**config.mk**
```make
export PLATFORM = sky130hd
export DESIGN_NAME = ship_board
export DESIGN_NICKNAME = d
export VERILOG_FILES = /design/src/rtl/ship_board.sv
export SDC_FILE = /design/constraint.sdc
export NUM_CORES = 1
export LEC_CHECK = 0
export BUFFER_PORTS_ARGS = -buffer_cell sky130_fd_sc_hd__buf_4
export CAP_MARGIN = 20
export CELL_PAD_IN_SITES_DETAIL_PLACEMENT = 0
export CELL_PAD_IN_SITES_GLOBAL_PLACEMENT = 1
export CORE_ASPECT_RATIO = 2
export CORE_MARGIN = 2
export CORE_UTILIZATION = 50
export CTS_BUF_LIST = sky130_fd_sc_hd__clkbuf_8
export DETAILED_ROUTE_END_ITERATION = 10
export HOLD_SLACK_MARGIN = 0.03
export PLACE_DENSITY = 0.84
export SLEW_MARGIN = 25
export SYNTH_ARGS = -nofsm -noshare
export SYNTH_HDL_FRONTEND = slang
export SYNTH_SLANG_ARGS = --single-unit
```
**constraint.sdc**
```tcl
create_clock -name clk -period 9.25 [get_ports clk]
set_input_delay 0.4625 -clock clk [delete_from_list [all_inputs] [get_ports clk]]
set_output_delay 0.4625 -clock clk [all_outputs]
set_load 0.1 [all_outputs]
```
**src/rtl/ship_board.sv**
```systemverilog
// rtl/ship_board.sv - own-fleet battleship board: ship placement, shot resolution, cell query port
module ship_board #(
    parameter int MAX_SHIPS = 9,
    parameter int GRID      = 10
) (
    input  logic       clk,
    input  logic       rst,
    input  logic       place_valid,
    input  logic [7:0] place_pos,
    input  logic       shot_valid,
    input  logic [7:0] shot_pos,
    input  logic       answer_clr,
    input  logic [7:0] query_pos,
    output logic [1:0] query_state,
    output logic [6:0] ship_cnt,
    output logic       placing_done,
    output logic       place_err,
    output logic [1:0] answer,
    output logic       answer_valid,
    output logic       shot_drop,
    output logic       defeat
);

    localparam int         CELLS  = GRID * GRID;
    localparam int         IW     = (CELLS > 1) ? $clog2(CELLS) : 1;
    localparam logic [4:0] GRID_W = 5'(GRID);
    localparam logic [7:0] GRID_B = 8'(GRID);
    localparam logic [6:0] LAST   = 7'(MAX_SHIPS - 1);

    localparam logic [1:0] C_EMPTY = 2'b00;
    localparam logic [1:0] C_SHIP  = 2'b01;
    localparam logic [1:0] C_MISS  = 2'b10;
    localparam logic [1:0] C_HIT   = 2'b11;

    typedef enum logic [2:0] {
        PLACE,
        ARMED,
        LOOKUP,
        RESPOND,
        DEFEAT
    } state_t;

    state_t     state, state_nxt;
    logic [1:0] cells [CELLS];
    logic [6:0] hit_cnt;
    logic [7:0] shot_q;

    function automatic logic in_range(input logic [7:0] p);
        return ({1'b0, p[7:4]} < GRID_W) && ({1'b0, p[3:0]} < GRID_W);
    endfunction

    function automatic logic [IW-1:0] cell_idx(input logic [7:0] p);
        return IW'(({4'd0, p[7:4]} * GRID_B) + {4'd0, p[3:0]});
    endfunction

    logic [IW-1:0] p_idx, s_idx, q_idx;
    logic [1:0]    p_cell, s_cell, q_cell;
    logic          is_hit, is_empty, sunk;

    assign p_idx  = cell_idx(place_pos);
    assign s_idx  = cell_idx(shot_q);
    assign q_idx  = cell_idx(query_pos);
    assign p_cell = cells[p_idx];
    assign s_cell = cells[s_idx];
    assign q_cell = cells[q_idx];

    // Lookup result of the latched shot; only meaningful while in LOOKUP
    assign is_hit   = in_range(shot_q) && (s_cell == C_SHIP);
    assign is_empty = in_range(shot_q) && (s_cell == C_EMPTY);
    assign sunk     = is_hit && (hit_cnt == LAST);

    logic place_ok, place_bad, take_shot, drop;

    always_comb begin
        state_nxt = state;
        place_ok  = 1'b0;
        place_bad = 1'b0;
        take_shot = 1'b0;
        drop      = 1'b0;
        unique case (state)
            PLACE: begin
                drop = shot_valid;
                if (place_valid) begin
                    if (in_range(place_pos) && (p_cell == C_EMPTY)) begin
                        place_ok = 1'b1;
                        if (ship_cnt == LAST) state_nxt = ARMED;
                    end else begin
                        place_bad = 1'b1;
                    end
                end
            end
            ARMED: begin
                if (shot_valid) begin
                    // A clear arriving with the shot frees the answer slot in time
                    if (!answer_valid || answer_clr) begin
                        take_shot = 1'b1;
                        state_nxt = LOOKUP;
                    end else begin
                        drop = 1'b1;
                    end
                end
            end
            LOOKUP: begin
                drop      = shot_valid;
                state_nxt = RESPOND;
            end
            RESPOND: begin
                drop      = shot_valid;
                state_nxt = defeat ? DEFEAT : ARMED;
            end
            DEFEAT: begin
                drop = shot_valid;
            end
            default: state_nxt = PLACE;
        endcase
    end

    always_ff @(posedge clk) begin
        if (rst) begin
            state        <= PLACE;
            for (int i = 0; i < CELLS; i++) cells[i] <= C_EMPTY;
            ship_cnt     <= '0;
            hit_cnt      <= '0;
            shot_q       <= '0;
            answer       <= 2'b00;
            answer_valid <= 1'b0;
            placing_done <= 1'b0;
            defeat       <= 1'b0;
            place_err    <= 1'b0;
            shot_drop    <= 1'b0;
            query_state  <= 2'b00;
        end else begin
            state       <= state_nxt;
            place_err   <= place_bad;
            shot_drop   <= drop;
            query_state <= in_range(query_pos) ? q_cell : C_EMPTY;

            if (place_ok) begin
                cells[p_idx] <= C_SHIP;
                ship_cnt     <= ship_cnt + 7'd1;
                if (ship_cnt == LAST) placing_done <= 1'b1;
            end

            if (take_shot) shot_q <= shot_pos;

            // The result is registered at the end of LOOKUP so it is visible two cycles after the shot
            if (state == LOOKUP) begin
                answer_valid <= 1'b1;
                if (is_hit) begin
                    cells[s_idx] <= C_HIT;
                    hit_cnt      <= hit_cnt + 7'd1;
                    answer       <= sunk ? 2'b11 : 2'b10;
                    if (sunk) defeat <= 1'b1;
                end else begin
                    answer <= 2'b01;
                    if (is_empty) cells[s_idx] <= C_MISS;
                end
            end else if (answer_clr) begin
                answer       <= 2'b00;
                answer_valid <= 1'b0;
            end
        end
    end

endmodule

```
# After elaboration in Yosys (flattened, before gate mapping)
# Memory sizes are Yosys's and may differ from the RTL's. A register that Yosys moved wholly into a read port is not among the register bits.
# Index checks and enable logic that the tools add are counted.
# Widths: inputs -> output; s select.
[totals]
regBits = 32
ram_bits = 200
inputBits = 29
output_inout_bits = 16
word_cells = 108
mem_count = 1
[memory_table]
columns = ["memory", "words", "word_bits", "rd", "rd_ports_with_merged_regs", "write_ports", "line_no", "rtl"]
rows = [
  ["cells", 100, 2, 3, 1, 100, "44", "logic [1:0] cells [CELLS];"],
]
[op_classes]
add_sub_neg = 5
mul = 3
order_cmp = 6
eq_ne = 12
muxes = 44
bitwise = 5
reduce_logical = 22
[op_table]
columns = ["cell", "n"]
rows = [
  ["$mux 1", 28],
  ["$lt 4x4->1 const B", 6],
  ["$add 7x4->7", 3],
  ["$mul 4x3->6 const B", 3],
  ["$mux 3", 6],
  ["$pmux 3 s5", 1],
  ["$add 7x1->7 const B", 2],
  ["$eq 7x4->1 const B", 2],
  ["$mux 7", 2],
  ["$mux 2", 6],
  ["$ne 2x2->1 const B", 5],
  ["$logic_and 1x1->1", 7],
  ["$eq 3x2->1 const B", 2],
  ["$reduce_and 6->1", 1],
  ["$reduce_or 2->1", 3],
  ["$logic_not 2->1", 2],
  ["$not 1->1", 4],
  ["$reduce_and 2->1", 2],
  ["$reduce_or 4->1", 1],
  ["$eq 3x1->1 const B", 1],
  ["$eq 3x3->1 const B", 1],
  ["$logic_not 3->1", 1],
  ["$reduce_and 3->1", 1],
  ["$reduce_or 3->1", 1],
  ["other kinds (6)", 6],
]

# Depth between registers and ports, before layout
# Gate-level depths: netlist of run 1.
# An unclocked memory read counts as a cell.
[depth]
ltp_word = 14
mapped_depth = 16
ltp_nobuf = 13

# Least setup slack after synthesis of run 1
# Ideal clock, no wire load.
[synth_path]
kind = "reg-to-reg"
start = "register shot_q[5]"
end = "memory cells[31][0], enable pin"
setup_time_ns = 0.316
arrival_ns = 3.982
required_time_ns = 8.934
setup_slack_ns = 4.952
path_stages_with_launch = 16
n_path_buf = 2
period_less_slack_ns = 4.298
cell_sequence = "dfxtp_1 -> ha_1 -> ha_1 -> fa_1 -> a21boi_1 -> o2bb2ai_4 -> mux4_2 -> nor2_1 -> a2111oi_2 -> a21o_2 -> buf_6 -> a21o_4 -> inv_4 -> buf_2 -> mux2i_1 -> o21bai_1"
[synth_rtl]
columns = ["item", "line_no", "rtl"]
rows = [
  ["from (decl)", "46", "logic [7:0] shot_q;"],
  ["from (signal assigned)", "144", "if (take_shot) shot_q <= shot_pos;"],
  ["to (decl)", "44", ""],
]

==> metrics.yaml, run 1 <==
die:
  die_x_microns: 144.1
  num_io_pins: 45
  start_util_pct: 50.62
  die_h_microns: 284.3
  coreArea_sq_mm: 0.03880
  die_area_sq_mm: 0.04098
  rows: 102
synthesis:
  synth_most_common_cell: "nor2_1"
  synth-xor-area-share_pct: 1.140
  ys.flop_type: "edfxtp_1"
  synth_area_sq_mm: 0.01964
  yosys_warnings: 0
  syn_inst: 1624
  syn_avg_cell_area_sq_um: 12.09
  yosys.cell_types.count: 104
  synth-simple-area-share_pct: 14.25
  synth_top_family_by_area: "multiplexers"
  synth_nets: 1682
  synth.ff_latch_count: 290
  synth-seq-area-share_pct: 42.61
  synth_edf_count: 256
  synth_top_area_share_pct: 39.14
  synth_top_cell_by_area: "edfxtp_1"
  synth_area_leaders: "edfxtp_1 (39%), mux4_2 (17%), nor2_1 (5.8%)"
  synth_compound_area_share_pct: 15.46
  synth_fa_ha_area_share_pct: 2.077
  synthArstFlopShare_pct: 0
  muxShareOfSynthArea_pct: 20.19
  synthTopCellsByCount: "nor2_1 (306), edfxtp_1 (256), mux4_2 (147)"
placement:
  place_congestion: 1.078
  port_buffers: 44
  pre_cts_slack_ns: 2.875
  dp_hpwl_microns: 48590
clock_network:
  clock_path_buffers: 3
  htreeDepth: 2
  cts_tree: "built"
  cts_sinks: 290
  cts_resized: 0
  post_cts_buffers: 0
  cts-root-buf: "clkbuf_8"
  hold_buffers: 0
  clk_latency_ns: 0.62
  path_clk_slew_ns: 0.07
  cts-buffers-inserted: 43
run_status:
  outcome: "finished, final reports clean"
setup_path:
  path_max_fanout: 51
  critical_path_class: "flip-flop to flip-flop"
  critical-path-slowest-cell: "xor2_4"
  r2r_cells: 13
  r2r-end: "cells[67][0]$_SDFFCE_PN0P_"
  cpMostUsedCell: "ha_1"
  r2r_slack_ns: 2.77
  worstSetupStartpointType: "flip-flop"
  required_ns: 9.58
  regToRegStartpoint: "shot_q[4]$_SDFFE_PP0P_"
  crit_arrival_ns: 6.81
  max_stage_delay_ns: 0.86
  worstPathCellList: "ha_1, ha_1, xor2_4, buf_4, a2111oi_0, a31oi_1, a32oi_1, nand4_1, a21o_2, a21o_4, inv_4, mux2i_1, nor2_1"
  endpoint_kind: "flip-flop"
power_and_ir_drop:
  seq_power_share_pct: 43.8
  power.switching_w: 0.001009
  cellPowerDensity_mw_per_mm2: 159.1
  leakage_nw: 6.780
  internal_power_w: 0.002366
  p_clk_share_pct: 36.1
  p_comb_share_pct: 20.1
  swShare_pct: 29.89
  ir_drop_mv: 0.2121
routing:
  drt-initial-drc-count: 1543
  wl_per_cell_microns: 31.70
  vias: 15410
  drt_wl_total_microns: 68630
  ant_nets: 0
  remaining_drc_errors: 0
  viasPerCell: 7.117
  dr.pass1.iters: 5
sta:
  max-slew-margin-rel_pct: 25.30
  setup_ws_ns: 2.772
  fin_tns_setup_ns: 0
  setup_viol: 0
  skew_ns: 0.02905
  max_freq_mhz: 154.4
  final.period_utilization_pct: 70.03
  hold_viol_final: 0
  drv_slew: 0
  tightest_slew_ns: 1.117
  grt_setup_unrepaired: "no"
  period_needed_ns: 6.478
min_path:
  hp-start: "shot_pos[5]"
  hold_depth: 3
  hold_end: "shot_q[5]$_SDFFE_PP0P_"
  hold_path.class: "input pin to flip-flop"
global_routing:
  grt_pass1_vias: 15820
  track_usage_pct: 33.94
  gr-total-overflow: 0
  grt_start_max_net_pins: 70
  antenna_found_initial: 1
  grt_pass1_wl_microns: 99420
final_layout:
  num-nets-final: 1670
  num-fill-cells: 3362
  final_layout_size_suffix_gt1_share_pct: 24.15
  area_delta_synth_final_pct: 7.982
job:
  maxCapViolCount: 0
flip-flops by register name (all words and copies together), names as in the netlist:
signal,flops
cells,256
shot_q,8
hit_cnt,7
ship_cnt,7
state,3
answer,2
query_state,2
answer_valid,1
defeat,1
place_err,1
placing_done,1
shot_drop,1
power groups by stage:
stage               logic [W]  clock network (W)  registers [W]
global placement     0.000644                  0        0.00150
global route         0.000694            0.00126        0.00148
detailed placement   0.000650                  0        0.00151
finish               0.000678            0.00122        0.00148
floorplan            0.000403                  0        0.00152
CTS                  0.000652            0.00121        0.00148
kinds of logic after synthesis:
family	Yosys count
buffers and inverters	151
XOR/XNOR	23
multiplexers	201
AND/OR/NAND/NOR	593
flip-flops	290
adder cells (fa/ha/maj)	29
AO/OA/AOI/OAI	337
area by class of cell:
cell class | instances | area [sq um] | area share, %
inverters | 21 | 81.33 | 0.3835
multi-input cells | 1183 | 10530 | 49.65
diodes | 1 | 2.502 | 0.01180
clock buffers | 46 | 633.1 | 2.985
well taps | 520 | 650.6 | 3.068
flip-flops and latches | 290 | 8372 | 39.48
repair buffers | 73 | 600.6 | 2.832
clock inverters | 31 | 339.1 | 1.599
cells in the final DEF, fill, tap and decap left out, types with 9 or more instances in the layout:
master and count:
nor2b_1 21, nor2_1 306, xnor2_1 10, inv_1 26, nand3_1 30, nand2_1 43, nor3_1 106, o21bai_1 64
mux2i_1 38, or3_1 10, edfxtp_1 256, a31oi_1 13, a21o_1 45, a2111oi_4 9, nor4_2 10, buf_4 70
ha_1 20, a2111oi_0 13, clkbuf_8 46, a21oi_1 43, nand2b_1 10, mux4_2 147, o21ai_0 20, dfxtp_1 33
a211oi_1 29
worst max-delay path by stage:
| stage | startpoint | end | slack, ns |
|---|---|---|---|
| 2_1_floorplan | shot_q[5]$_SDFFE_PP0P_ | cells[31][0]$_SDFFCE_PN0P_ | 4.95 |
| 3_3_place_gp | shot_q[6]$_SDFFE_PP0P_ | cells[93][0]$_SDFFCE_PN0P_ | 2.93 |
| 3_5_place_dp | shot_q[6]$_SDFFE_PP0P_ | cells[95][1]$_SDFFCE_PN0P_ | 2.88 |
| 4_1_cts | shot_q[6]$_SDFFE_PP0P_ | cells[95][1]$_SDFFCE_PN0P_ | 2.85 |
| 5_1_grt | shot_q[6]$_SDFFE_PP0P_ | cells[95][0]$_SDFFCE_PN0P_ | 2.61 |
| 6_report | shot_q[4]$_SDFFE_PP0P_ | cells[67][0]$_SDFFCE_PN0P_ | 2.77 |
stage by stage:
step / utilization (%) / area [sq um] / std cells / hold WS (ns) / total power (W)
floorplan: - / 19640 / 1624 / 0.4708 / 0.001918
global placement: 52.01 / 20180 / 2085 / 0.4597 / 0.002146
detailed placement: 52.08 / 20210 / 2086 / 0.4645 / 0.002155
CTS: 54.59 / 21180 / 2163 / 0.09832 / 0.003343
global route: 54.66 / 21210 / 2165 / 0.1125 / 0.003437
finish: 54.66 / 21210 / 2165 / 0.09926 / 0.003375
critical path, delay by kind of cell, from the launching register on:
family	cells	cell delay (ns)
AND/OR/NAND/NOR	2	0.36
flip-flops	1	0.35
XOR/XNOR	1	0.86
adder cells (fa/ha/maj)	2	0.79
AO/OA/AOI/OAI	5	2.09
multiplexers	1	0.74
buffers and inverters	2	0.90
per-layer routing:
metal  vias up  routed length, microns  global-route usage, %
li1       6362                       -                      -
met1      7583                   20260                  34.07
met2      1069                   33630                  56.61
met3       395                    5572                  5.812
met4         0                    9165                  34.56
met5         -                       0                      0
(Power assumes the default switching activity.)
==> run 2, diff against run 1 <==
==> constraint.sdc (replaced) <==
create_clock -name clk -period 6.04 [get_ports clk]
set_input_delay 0.302 -clock clk [delete_from_list [all_inputs] [get_ports clk]]
set_output_delay 0.302 -clock clk [all_outputs]
set_load 0.1 [all_outputs]
==> run 2 against run 1 <==
  * Worst setup slack lost 2.2 ns
  * Die area is the same
  * Design area grew 1.2%
  * Sequential power grew 53%
  * Combinational power grew 61%
  * Count of clock-buffer cells in the layout grew 1
  * Via count grew 0.68%
  * Routed wire length grew 5.2%
  * Clock skew shrank 0.00080 ns
  * Critical path type unchanged
  * Highest routed layer unchanged
==> metrics.yaml, run 2 (synthesized netlist as in run 1, its figures left out) <==
setup_path:
  path_max_fanout: 51  # unchanged
  max_stage_delay_ns: 0.64  # was 0.86 ns
  cp_top_family: "simple AND/OR/NAND/NOR gates"  # was compound AO/OA/AOI/OAI gates
  endpoint_kind: "flip-flop"  # unchanged
  worst-path-buf-inv: 1  # was 2
  worstPathCellList: "ha_1, ha_1, fa_1, nand2b_1, o2bb2ai_4, mux4_2, nor2_1, a2111oi_2, a21o_2, a21o_4, inv_4, nand3_1, nor3_1"  # was ha_1, ha_1, xor2_4, buf_4, a2111oi_0, a31oi_1, a32oi_1, nand4_1, a21o_2, a21o_4, inv_4, mux2i_1, nor2_1
  crit_arrival_ns: 5.84  # was 6.81 ns
  cpMostUsedCell: "ha_1"  # unchanged
  critical_path_class: "flip-flop to flip-flop"  # unchanged
  worstSetupStartpointType: "flip-flop"  # unchanged
  required_ns: 6.44  # was 9.58 ns
  critical-path-slowest-cell: "nand3_1"  # was xor2_4
global_routing:
  track_usage_pct: 35.82  # was 33.94%
  gr-total-overflow: 0  # unchanged
  grt_pass1_wl_microns: 104700  # was 99,420 microns
  grt_start_max_net_pins: 82  # was 70
  antenna_found_initial: 4  # was 1
  grt_pass1_vias: 16080  # was 15,820
sta:
  grt_setup_unrepaired: "no"  # unchanged
  period_needed_ns: 5.437  # was 6.478 ns
  skew_ns: 0.02825  # was 0.02905 ns
  hold_ws_ns: 0.05830  # was 0.09926 ns
  max-slew-margin-rel_pct: 25.01  # was 25.30%
  final.period_utilization_pct: 90.02  # was 70.03%
  drv_slew: 0  # unchanged
  tightest_slew_ns: 1.124  # was 1.117 ns
  setup_viol: 0  # unchanged
  max_freq_mhz: 183.9  # was 154.4 MHz
  fin_tns_setup_ns: 0  # unchanged
  hold_viol_final: 0  # unchanged
  setup_ws_ns: 0.6030  # was 2.772 ns
power_and_ir_drop:
  cellPowerDensity_mw_per_mm2: 230.9  # was 159.1 mW/mm^2
  ir_drop_mv: 0.2124  # was 0.2121 mV
  leakage_nw: 6.970  # was 6.780 nW
die:
  start_util_pct: 50.62  # unchanged
  rows: 102  # unchanged
  coreArea_sq_mm: 0.03880  # unchanged
  die_x_microns: 144.1  # unchanged
  die_h_microns: 284.3  # unchanged
  num_io_pins: 45  # unchanged
  die_area_sq_mm: 0.04098  # unchanged
job:
  maxCapViolCount: 0  # unchanged
min_path:
  hold_path.class: "input pin to flip-flop"  # unchanged
clock_network:
  clock_path_buffers: 3  # unchanged
  htreeDepth: 2  # unchanged
  cts-buffers-inserted: 42  # was 43
  cts-root-buf: "clkbuf_8"  # unchanged
  path_clk_slew_ns: 0.07  # about the same
  clk_latency_ns: 0.60  # was 0.62 ns
  post_cts_buffers: 0  # unchanged
  cts_tree: "built"  # unchanged
  cts_sinks: 290  # unchanged
  cts_resized: 0  # unchanged
final_layout:
  largest_register: "cells"  # unchanged
  num-fill-cells: 3370  # was 3,362
  area_delta_synth_final_pct: 9.237  # was 7.982%
  num-nets-final: 1718  # was 1,670
  layoutNonFillerInstCount: 2214  # was 2,165
  largest_reg_flops: 256  # unchanged
  largest_registers: "cells (256), shot_q (8)"  # unchanged
  final_common_cell: "nor2_1"  # unchanged
  final_layout_size_suffix_gt1_share_pct: 25.53  # was 24.15%
  final_cell_mix: "nor2_1 (306), edfxtp_1 (256), mux4_2 (147)"  # unchanged
  multiInputGateArea_sq_mm: 0.01051  # was 0.01053 sq mm
  seqCellArea_sq_mm: 0.008372  # unchanged
  fin_util_pct: 55.30  # was 54.66%
routing:
  viasPerCell: 7.007  # was 7.117
  wl_per_cell_microns: 32.60  # was 31.70 microns
  drt_wl_total_microns: 72170  # was 68,630 microns
  dr.pass1.iters: 6  # was 5
  vias: 15510  # was 15,410
  drt-initial-drc-count: 1352  # was 1,543
  remaining_drc_errors: 0  # unchanged
  ant_nets: 0  # unchanged
placement:
  pre_cts_slack_ns: 0.6363  # was 2.875 ns
  port_buffers: 44  # unchanged
  dp.cells: 2127  # was 2,086
  place_congestion: 1.056  # was 1.078
  dp_hpwl_microns: 53540  # was 48,590 microns
run_status:
  outcome: "finished, final reports clean"  # unchanged
-- run 2: stage by stage --
stage / area, sq um / power (W)
floorplan: 19640 / 0.002938
global placement: 20540 / 0.003341
detailed placement: 20540 / 0.003353
CTS: 21450 / 0.004912
global route: 21450 / 0.005053
finish: 21450 / 0.004955
-- run 2: repair_timing --
item | in CTS | in global routing
endpoints found under the hold margin | 9 | 0
setup endpoints to repair | 0 | 0
hold buffers | 9 | 0
-- run 2: final timing paths --
path	depth (start not counted)	endpoint	slack, ns	start
worst max-delay path	13	cells[2][1]$_SDFFCE_PN0P_	0.60	shot_q[5]$_SDFFE_PP0P_
worst max register to register	13	cells[2][1]$_SDFFCE_PN0P_	0.60	shot_q[5]$_SDFFE_PP0P_
worst min register to register	2	answer[1]$_SDFFE_PP0P_	0.48	answer[1]$_SDFFE_PP0P_
worst min-delay path	4	answer_valid$_SDFFE_PP0P_	0.06	answer_clr
-- run 2: report_power, final --
part / switching (W) / total (W) / internal [W]
sequential: 0.0000439 / 0.00226 / 0.00222
clock: 0.000796 / 0.00160 / 0.000801
combinational: 0.000712 / 0.00109 / 0.000381
total: 0.00155 / 0.00495 / 0.00340
-- run 2: metal layers --
| layer | wire length [microns] | share of wire [%] | GRT usage (%) |
|---|---|---|---|
| met5 | 0 | 0 | 0 |
| met4 | 8621 | 12 | 32.06 |
| met3 | 5229 | 7.2 | 6.048 |
| met2 | 37060 | 51 | 62.60 |
| met1 | 21260 | 29 | 35.34 |
-- run 2: tightest hold or removal path, stage by stage --
cell and delay [ns]:
buf_4 0.07, inv_1 0.08, nand2_1 0.08, a21oi_1 0.05
-- run 2: cell type report --
class | count | share of cell area [%]
Clock inverter | 29 | 0.8048
Inverter | 21 | 0.3791
Tap cell | 520 | 3.033
Timing Repair Buffer | 122 | 4.724
Antenna cell | 2 | 0.02333
Sequential cell | 290 | 39.02
Clock buffer | 47 | 3.015
Multi-Input combinational cell | 1183 | 49.00
